### src/rtl/ras_ctrl.sv
// rtl/ras_ctrl.sv - RAS speculation log with newest-first flush unwind
module ras_ctrl #(
   parameter int XLEN          = 32,
   parameter int LOG_DEPTH     = 8,
   parameter int LOG_PTR_WIDTH = 3
) (
   input  logic                     clk,
   input  logic                     reset,
   input  logic                     dec_valid,
   input  logic                     dec_is_call,
   input  logic                     dec_is_ret,
   input  logic [XLEN-1:0]          dec_link_addr,
   output logic                     dec_ready,
   input  logic                     commit_valid,
   input  logic                     flush,
   output logic                     ras_push,
   output logic                     ras_pop,
   output logic [XLEN-1:0]          ras_return_addr,
   input  logic [XLEN-1:0]          ras_predicted_return,
   input  logic                     ras_valid,
   output logic [XLEN-1:0]          pred_target,
   output logic                     pred_valid,
   output logic                     busy,
   output logic [LOG_PTR_WIDTH:0]   log_count
);
   typedef enum logic {S_IDLE, S_UNWIND} state_t;

   localparam logic [1:0] OP_PUSH = 2'd0;
   localparam logic [1:0] OP_POP  = 2'd1;
   localparam logic [1:0] OP_PNP  = 2'd2;
   localparam logic [LOG_PTR_WIDTH:0] DEPTH_C = (LOG_PTR_WIDTH+1)'(LOG_DEPTH);

   state_t                   state_q, state_d;
   logic [LOG_PTR_WIDTH-1:0] head_q, head_d, tail_q, tail_d, tail_m1;
   logic [LOG_PTR_WIDTH:0]   count_q, count_d, count_after_commit;

   // Speculation log storage; validity is tracked only by head/tail/count
   logic [1:0]               log_op_q    [LOG_DEPTH];
   logic [XLEN-1:0]          log_saved_q [LOG_DEPTH];
   logic                     log_sv_q    [LOG_DEPTH];

   logic idle, accept, commit_ok;

   assign idle               = (state_q == S_IDLE);
   assign dec_ready          = idle & ~flush & (count_q != DEPTH_C);
   assign accept             = dec_valid & dec_ready & (dec_is_call | dec_is_ret);
   assign commit_ok          = idle & commit_valid & (count_q != '0);
   assign count_after_commit = count_q - (LOG_PTR_WIDTH+1)'(commit_ok);
   assign tail_m1            = tail_q - 1'b1;
   assign busy               = ~idle;
   assign log_count          = count_q;
   assign pred_valid         = dec_valid & dec_is_ret & ras_valid & idle;
   assign pred_target        = pred_valid ? ras_predicted_return : '0;

   // State register; reset abandons any unwind in progress
   always_ff @(posedge clk or posedge reset) begin
      if (reset) state_q <= S_IDLE;
      else       state_q <= state_d;
   end

   // Next state: flush enters unwind only if entries remain after commit
   always_comb begin
      state_d = state_q;
      case (state_q)
         S_IDLE:   if (flush && count_after_commit != '0) state_d = S_UNWIND;
         S_UNWIND: if (count_q == (LOG_PTR_WIDTH+1)'(1)) state_d = S_IDLE;
         default:  state_d = S_IDLE;
      endcase
   end

   // RAS commands: forward op on accept, inverse of newest entry in unwind
   always_comb begin
      ras_push        = 1'b0;
      ras_pop         = 1'b0;
      ras_return_addr = '0;
      case (state_q)
         S_IDLE: begin
            if (accept) begin
               ras_push        = dec_is_call;
               ras_pop         = dec_is_ret;
               ras_return_addr = dec_is_call ? dec_link_addr : '0;
            end
         end
         S_UNWIND: begin
            case (log_op_q[tail_m1])
               OP_PUSH: ras_pop = 1'b1;
               OP_POP: begin
                  ras_push        = log_sv_q[tail_m1];
                  ras_return_addr = log_sv_q[tail_m1] ? log_saved_q[tail_m1] : '0;
               end
               OP_PNP: begin
                  ras_push        = log_sv_q[tail_m1];
                  ras_pop         = log_sv_q[tail_m1];
                  ras_return_addr = log_sv_q[tail_m1] ? log_saved_q[tail_m1] : '0;
               end
               default: ;
            endcase
         end
         default: ;
      endcase
   end

   // Pointer/count next values: commit retires oldest, accept appends, unwind drops newest
   always_comb begin
      head_d  = head_q;
      tail_d  = tail_q;
      count_d = count_q;
      if (idle) begin
         head_d  = head_q + LOG_PTR_WIDTH'(commit_ok);
         tail_d  = tail_q + LOG_PTR_WIDTH'(accept);
         count_d = count_after_commit + (LOG_PTR_WIDTH+1)'(accept);
      end else begin
         tail_d  = tail_m1;
         count_d = count_q - 1'b1;
      end
   end

   // Pointer registers; pointers wrap naturally at LOG_DEPTH
   always_ff @(posedge clk or posedge reset) begin
      if (reset) begin
         head_q  <= '0;
         tail_q  <= '0;
         count_q <= '0;
      end else begin
         head_q  <= head_d;
         tail_q  <= tail_d;
         count_q <= count_d;
      end
   end

   // Log write at tail; saved top/valid captured so pops can be reversed
   always_ff @(posedge clk) begin
      if (accept) begin
         log_op_q[tail_q]    <= (dec_is_call && dec_is_ret) ? OP_PNP :
                                (dec_is_call ? OP_PUSH : OP_POP);
         log_saved_q[tail_q] <= ras_predicted_return;
         log_sv_q[tail_q]    <= ras_valid;
      end
   end
endmodule

### config.mk
export PLATFORM = sky130hd
export DESIGN_NAME = ras_ctrl
export DESIGN_NICKNAME = d
export VERILOG_FILES = /design/src/rtl/ras_ctrl.sv
export SDC_FILE = /design/constraint.sdc
export NUM_CORES = 1
export LEC_CHECK = 0
export CORE_ASPECT_RATIO = 1.2
export CORE_UTILIZATION = 28
export CTS_BUF_LIST = sky130_fd_sc_hd__clkbuf_16
export DETAILED_ROUTE_END_ITERATION = 7
export GPL_ROUTABILITY_DRIVEN = 0
export PLACE_DENSITY = 0.55
export RECOVER_POWER = 25
export SLEW_MARGIN = 5
export SYNTH_ARGS = -nofsm -noshare
export SYNTH_HDL_FRONTEND = slang
export SYNTH_SLANG_ARGS = --single-unit
### constraint.sdc
create_clock -name clk -period 4.59 [get_ports clk]
set_input_delay 1.377 -clock clk [delete_from_list [all_inputs] [get_ports clk]]
set_output_delay 1.377 -clock clk [all_outputs]
set_load 0.05 [all_outputs]
-- Word-level counts from Yosys, hierarchy flattened
Memories as Yosys holds them, arrays and structs flattened.
Cells that the tools add are included.
W data, S select, Z words.
- latch bits: 0
- output and inout port bits: 73
- memory bits (read-only): 0
- memories: 3
- memory bits (writable): 280
- bits of input ports: 72
- flip-flop bits (word level): 8
- equality and inequality tests: 4
- bitwise logic cells: 12
- $mul: 0
- reduce and logical (&&, ||, !) cells: 6
- $lt $le $gt $ge: 0
- muxes and demuxes: 21
- $add $sub $neg: 5
- shifts and indexed selects: 0
- div/mod/pow operators: 0
- memories (name ; words ; bits a word ; rd ports ; clocked after memory_dff ; write ports ; RTL line ; text):
    log_saved_q ; 8 ; 32 ; 1 ; 0 ; 1 ; 39 ; logic [XLEN-1:0] log_saved_q [LOG_DEPTH];
    log_op_q ; 8 ; 2 ; 1 ; 0 ; 1 ; 38 ; logic [1:0] log_op_q [LOG_DEPTH];
    log_sv_q ; 8 ; 1 ; 1 ; 0 ; 1 ; 40 ; logic log_sv_q [LOG_DEPTH];
- operators with widths (operator ; number):
    $mux W32 ; 5
    $pmux W32 S2 ; 1
    $and A1 B1 Y1 ; 9
    $mux W1 ; 8
    $pmux W1 S2 ; 4
    $reduce_bool A4 Y1 ; 2
    $add A4 B1 Y4 ; 1
    $eq A4 B1 Y1 const B ; 1
    $mux W4 ; 1
    $ne A4 B4 Y1 const B ; 1
    $sub A4 B1 Y4 ; 1
    $sub A4 B1 Y4 const B ; 1
    $add A3 B1 Y3 ; 1
    $mux W3 ; 1
    $sub A3 B1 Y3 const B ; 1
    $eq A2 B1 Y1 const B ; 1
    $eq A2 B2 Y1 const B ; 1
    $logic_and A1 B1 Y1 ; 2
    $logic_not A2 Y1 ; 1
    $mux W2 ; 1
    $not A1 Y1 ; 2
    $reduce_or A2 Y1 ; 1
    $or A1 B1 Y1 ; 1

-- Logic depth before layout (Yosys ltp)
- word-level depth: 8
- mapped depth: 13

-- Worst setup path before layout
OpenSTA, ideal clock, no wires.
- path kind: register to output
- from: register tail_q[0]
- to: output ras_return_addr[11]
- required time: 3.213 ns
- stages on the path, launching flop included: 14
- arrival: 3.515 ns
- setup slack: -0.302 ns
- cell sequence: dfrtp_1 > buf_2 > buf_2 > inv_1 > ha_1 > clkbuf_1 > buf_2 > buf_2 > mux4_2 > mux2i_1 > ha_1 > nand3_2 > buf_4 > o21ai_1
- cells in the longest elaborated chain, start to end: 6
- elaborated cells on any way between the ends: 10
- RTL lines (item ; RTL line ; text):
    start, declared ; 34 ; logic [LOG_PTR_WIDTH-1:0] head_q, head_d, tail_q, tail_d, tail_m1;
    start signal, assigned ; 126 ; tail_q <= tail_d;
    $sub A3 B1 Y3 (*) ; 49 ; assign tail_m1 = tail_q - 1'b1;
    $mem_v2 Z8 W2 ; -- ;
    $eq A2 B2 Y1 or $eq A2 B1 Y1 (tied branches) ; 85 ; case (log_op_q[tail_m1])
    $reduce_or A2 Y1 (no source line) ; -- ;
    $mux W32 (*) ; -- ;
    $pmux W32 S2 (*) ; 76 ; case (state_q)
    end, declared ; 18 ; output logic [XLEN-1:0] ras_return_addr,
Every way passes the cells marked *; elsewhere a longest branch is shown, timed or not.

-- Worst setup path in the final report
- from: input flush
- to: output ras_return_addr[10]
- cells in the longest elaborated chain, start to end: 7
- RTL lines (item ; RTL line ; text):
    start, declared ; 15 ; input logic flush,
    $not A1 Y1 ; 45 ; assign dec_ready = idle & ~flush & (count_q != DEPTH_C);
    $and A1 B1 Y1 (2 in a row) ; 45 ;
    $and A1 B1 Y1 (2 in a row) ; 46 ; assign accept = dec_valid & dec_ready & (dec_is_call | dec_is_ret);
    $mux W32 ; 78 ; if (accept) begin
    $pmux W32 S2 ; 76 ;
No other way between the ends.

==> results by group <==
Outcome
  – Run status: completed

Critical path
  – CP Class: in2out
  – CP arrival: 3.08 ns
  – Reg2reg end: log_saved_q[5][1]
  – CP max FO: 8
  – Crit. End Element: primary output
  – Crit start category: input port
  – Worst EP required: 3.21 ns
  – Flop2flop setup slack: 1.75 ns
  – Reg2reg start: log_count[0]
  – Reg2Reg Depth: 9

Power
  – Leak: 5.33 nW
  – P_int: 7.17 mW
  – Sequential share of power: 26.5%
  – NetSw: 4.53 mW
  – Combinational Power Share: 55.3%
  – PwrDens: 734 nW/µm²
  – Switching Fraction: 38.7%
  – Worst-case vdd ir drop: 612 µV
  – Clk pwr share: 18.2%

Timing
  – Final hold violations: 0
  – Max Fclk: 224 MHz
  – Worst Skew: 0.0157 ns
  – Final Setup Violations: 0
  – Min Tclk post-route: 4.46 ns
  – RSZ-0062 raised after global routing: yes
  – Slew headroom: 48.0%
  – Worst slew pin tran: 0.779 ns
  – Hold Slack: 0.604 ns
  – Period utilization: 97.1%
  – Slew Limit Fails: 0
  – Sum Neg Setup Slack: 0 ns

Clock tree
  – CTS Hold Bufs: 0
  – Worst-path clk slew: 0.06 ns
  – Latest clock arrival within the worst-skew pair: 0.55 ns
  – Maximum root-to-sink buffer count: 3
  – CTS H-tree lvls: 1
  – CTS Buf Count: 29
  – TritonCTS clock tree: yes
  – Root buf cell: clkbuf_16
  – TritonCTS Sinks: 288

Synth
  – Post-synth EDFFs: 280
  – Top FF cell, synth: edfxtp_1
  – Synth Warn #: 0
  – Syn Nets: 683
  – Leading post-synthesis cells by cell area: edfxtp_1 (72%), mux4_2 (13%), mux2i_1 (3.3%)
  – Post-Syn Area: 11800 µm²
  – Async S/R FF share, synth: 2.78%
  – Post-synthesis sequential area ratio: 73.3%
  – Yosys reg bits: 288
  – Post-synth top area share: 71.6%
  – Average size of a mapped cell: 19.6 µm²
  – Syn Inst Count: 600
  – Yosys cell types: 36
  – Largest area contributor in the netlist: edfxtp_1

Global route
  – First-pass GRT wire length: 40100 µm
  – Total congestion overflow: 0
  – Vias in the first global route: 6373
  – Largest net degree at the start of global routing: 47
  – Global Route Usage Sum: 12.6%
  – Antenna violations before repair: 2

Final layout
  – # diodes: 0
  – Design Area, Final: 15900 µm²
  – Share of cells above drive strength 1: 32.0%
  – Final net count: 864
  – Final design utilization: 38.8%
  – Area Growth Syn to Fin: 35.6%
  – Non-Filler Instances: 1340

Worst hold path
  – Hold Path Sink: log_count[3]
  – Hold path depth: 1
  – Hold/Removal Path Class: reg2reg
  – Hold Crit Start: log_count[3]

Drt
  – Detail Route Antenna Nets: 0
  – Vias post-DR: 6122
  – Vias/cell: 4.57
  – Drt first pass iters: 4
  – Post-DR wirelength/cell: 19.8 µm
  – Drt drc: 0
  – Initial DRC Count: 275
  – Post-Route WL: 26500 µm

Floorplanning
  – Die area: 42800 µm²
  – Die Span X: 189 µm
  – Core box area: 41000 µm²
  – Starting Density: 28.6%
  – Rows: 81
  – Die Y: 226 µm
  – I/O pin cnt: 145

Job
  – Maxcap violations: 0

Place
  – Cell Area, Placed: 15000 µm²
  – HPWL Detailed: 16200 µm
  – Placed cell count: 1284
  – I/O Buffers: 144
-- how the worst max path moves through the flow --
stage                         start                  end  slack, ns  depth (start not counted)
after floorplan           tail_q[0]  ras_return_addr[10]      -0.27                         13
after global placement        flush   ras_return_addr[6]       0.13                          8
after detailed placement      flush  ras_return_addr[10]       0.13                          8
after CTS                 tail_q[0]   ras_return_addr[6]       0.02                          9
after global routing      tail_q[0]  ras_return_addr[10]      -0.01                          8
final                         flush  ras_return_addr[10]       0.13                          8
-- power groups by stage --
| stage | Sequential (mW) | Clock (mW) | Combinational (mW) |
|---|---|---|---|
| final | 3.10 | 2.13 | 6.47 |
| after global routing | 3.11 | 2.30 | 6.83 |
| after CTS | 3.10 | 2.21 | 6.53 |
| after detailed placement | 3.15 | 0 | 6.42 |
| after global placement | 3.15 | 0 | 6.41 |
| after floorplan | 3.15 | 0 | 3.88 |
-- what timing repair did --
item	in CTS	in global routing
buffers inserted	2	3
endpoints found under the setup margin	33	15
pin swaps	1	1
gates resized for setup	4	7
hold endpoints to repair	0	0
-- through the flow --
| stage | power [mW] | setup WS [ns] |
|---|---|---|
| floorplan | 7.03 | -0.271 |
| global placement | 9.56 | 0.134 |
| detailed placement | 9.58 | 0.130 |
| CTS | 11.8 | 0.0180 |
| global route | 12.2 | -0.0127 |
| finish | 11.7 | 0.132 |
-- layout make-up --
| cell class | instances | area (µm²) |
|---|---|---|
| Sequential cell | 288 | 8610 |
| Inverter | 11 | 41.3 |
| Multi-Input combinational cell | 268 | 3270 |
| Fill cell | 3732 | 25100 |
| Timing Repair Buffer | 183 | 2490 |
| Clock inverter | 22 | 128 |
| Tap cell | 539 | 674 |
| Clock buffer | 29 | 726 |
-- critical path, stage by stage --
cell and delay (ns):
clkdlybuf4s50_1 0.49, nor4b_2 0.27, buf_4 0.15, and2_2 0.21, buf_4 0.19, nand2_1 0.07, o21ai_1 0.14, buf_12 0.17
-- sequential cells by signal (all words and copies together), names as in the netlist --
name and cells:
log_op_q 16, tail_q 3, busy 1, log_sv_q 8, log_saved_q 256, log_count 4
-- layer usage --
layer  vias to the layer above  GRT usage [%]  routed length (µm)
li1                       2762              -                   -
met5                         -              0                   0
met4                         0           3.25                 395
met1                      3196           16.1               11200
met2                       139           22.2               13800
met3                        25           1.84                1130
-- cells in the mapped netlist (2+ instances only) --
cell and count:
buf_4 2, edfxtp_1 280, mux4_2 70, dfrtp_1 8, ha_1 11, buf_2 19, o21ai_0 4, clkbuf_1 10
nor2b_1 2, nor2_1 8, xor2_1 2, nor3_1 3, nand2b_1 3, inv_1 11, mux2_2 2, nand2_1 41
and2_1 34, xnor2_1 3, mux2i_1 39, o21ai_1 32
-- logic make-up after synthesis --
family	share of synthesized area (%)
adders and majority gates	1.17
xor gates and xnor gates	0.607
AOI/OAI and AO/OA	1.92
and+or+nand+nor	4.25
DFF	73.3
buffers and inverters	1.74
muxes	17.1
-- cell usage in the layout (no fill, tap or decap), types with 2 or more instances in the layout --
cell type / synthesis / routed
nor2_1: 8 / 2
buf_12: 0 / 73
o21ai_2: 0 / 6
nand2b_1: 3 / 3
nor2_4: 0 / 6
ha_1: 11 / 10
clkbuf_16: 0 / 29
clkinv_1: 0 / 9
o21ai_1: 32 / 7
nor3_4: 0 / 2
and2_1: 34 / 33
o21ai_4: 0 / 19
buf_4: 2 / 29
clkinvlp_4: 0 / 2
mux2_2: 2 / 2
nand2_1: 41 / 41
xor2_1: 2 / 2
inv_1: 11 / 18
o21ai_0: 4 / 4
mux2i_1: 39 / 38
nor2b_1: 2 / 2
buf_6: 1 / 2
clkdlybuf4s50_1: 0 / 55
dlygate4sd3_1: 0 / 21
inv_6: 0 / 2
xnor2_1: 3 / 3
dfrtp_1: 8 / 6
edfxtp_1: 280 / 280
mux4_2: 70 / 70
Note: power is estimated with default switching activity, not from simulation.
==> RTL change: new RTL, same settings <==
Make the reset (`reset`) synchronous in 2 clocked blocks.
--- a/src/rtl/ras_ctrl.sv
+++ b/src/rtl/ras_ctrl.sv
@@ -53,7 +53,7 @@
    assign pred_target        = pred_valid ? ras_predicted_return : '0;
 
    // State register; reset abandons any unwind in progress
-   always_ff @(posedge clk or posedge reset) begin
+   always_ff @(posedge clk) begin
       if (reset) state_q <= S_IDLE;
       else       state_q <= state_d;
    end
@@ -116,7 +116,7 @@
    end
 
    // Pointer registers; pointers wrap naturally at LOG_DEPTH
-   always_ff @(posedge clk or posedge reset) begin
+   always_ff @(posedge clk) begin
       if (reset) begin
          head_q  <= '0;
          tail_q  <= '0;
Formal check against the unedited RTL: differs if reset is asserted again (counterexample within 4 cycles, from zero or initial values and one cycle with reset high); with reset held inactive, the same outputs for 4 cycles.
==> RTL change against the unedited design <==
  * Sequential cell count did not move
  * Count of clock-buffer cells in the layout stayed put
  * Design area is 0.67% lower
  * Clock power increased by 12%
  * Setup slack improved by 27 ps
  * Wire length is 0.37% higher
  * Hold slack gained 32 ps
  * Area after synthesis grew 0.46%
  * Synthesized cell count decreased by 2.7%
  * Core utilization fell by 0.82 points
  * Power decreased by 18%
==> RTL change: results <==
outcome:
  status: "finished, final reports clean"
logic_synthesis:
  synthCells: 584
  synth_nets: 667
  synth_xor_xnor_area_share_pct: 0.530
  synth-compound-area-share_pct: 3.01
  yosysSeqAreaShare_pct: 72.6
  async_flop_share_pct: 0
  synth_enable_flop_cells: 280
  yosys-top-cells-area: "edfxtp_1 (71%), mux4_2 (13%), mux2i_1 (3.3%)"
  synthAdderAreaFrac_pct: 1.17
  muxShareOfSynthArea_pct: 16.8
  ys_types: 41
  synthTopCellsByCount: "edfxtp_1 (280), mux4_2 (70), mux2i_1 (39), and2_1 (34), o2bb2ai_1 (32)"
setup_path:
  r2r-start: "log_count[0]"
  rrSetupSlack_ps: 1920
  reg2reg_to: "log_saved_q[0][14]"
  cp-endpoint: "ras_return_addr[22]"
  slowest_delay_ps: 420
  crit_path_start: "tail_q[0]"
  cp.arrival_ps: 3050
  crit_fanout: 9
  cpMaxStageDelayCell: "dfxtp_4"
  rr_worst_depth: 7
sta:
  worst_pin_slew_ps: 835
  holdWs_ps: 636
  final.setup.worst_slack_ps: 159
global_route:
  grt_pass1_wl_mm: 39.8
  grt_use_met3_pct: 1.75
  grt_max_degree: 57
  grt_use_met1_pct: 16.4
  grt_usage_pct: 12.5
  use_met2_pct: 21.7
  grt_pass1_vias: 6262
final_layout:
  fillers: 3891
placed_design:
  placed_cell_area_mm2: 0.0148
  dpl_worst_slack_ps: 186
  hpwl_mm: 15.9
detailed_routing:
  drtIter0Drc: 262
  dr_wl_met3_mm: 1.06
  post_drt_wl_per_cell_um: 20.2
  postRouteWirelength_mm: 26.6
  dr.max_layer_used: "met4"
  vias: 6037
  wl_met1_mm: 11.5
  met2WireLength_mm: 13.6
clocking:
  clk_transition_reported_paths_ps: 60
  cts_setup_buffers: 1
  cts.repair.resized: 1
worst_hold_path:
  holdPathEnd: "log_count[0]"
  worstHoldPathCells: 3
power:
  power_leakage_nw: 5.18
RTL change: cell count changes in the layout (fill, tap and decap cells not counted), moves of 6 or more:
cell and change:
buf_4 -15, o2bb2ai_1 +30, o21ai_1 -7, o21ai_4 -19, nor2_1 +8, o21ai_2 -6, dfxtp_1 +7, nand2_1 -34
clkinv_2 +6, dfrtp_1 -6
RTL change: final cells by class:
| type | count | area (µm²) | share of cell area [%] |
|---|---|---|---|
| Tap cell | 546 | 683 | 4.32 |
| Clock buffer | 29 | 726 | 4.58 |
| Timing Repair Buffer | 170 | 2450 | 15.5 |
| Inverter | 10 | 37.5 | 0.237 |
| Sequential cell | 288 | 8570 | 54.1 |
| Multi-Input combinational cell | 251 | 3120 | 19.7 |
| Clock inverter | 24 | 240 | 1.52 |
RTL change: report_power, final:
group / switching (mW) / total [mW] / internal, mW
sequential: 0.106 / 3.14 / 3.04
combinational: 2.23 / 4.11 / 1.88
clock: 0.951 / 2.38 / 1.42
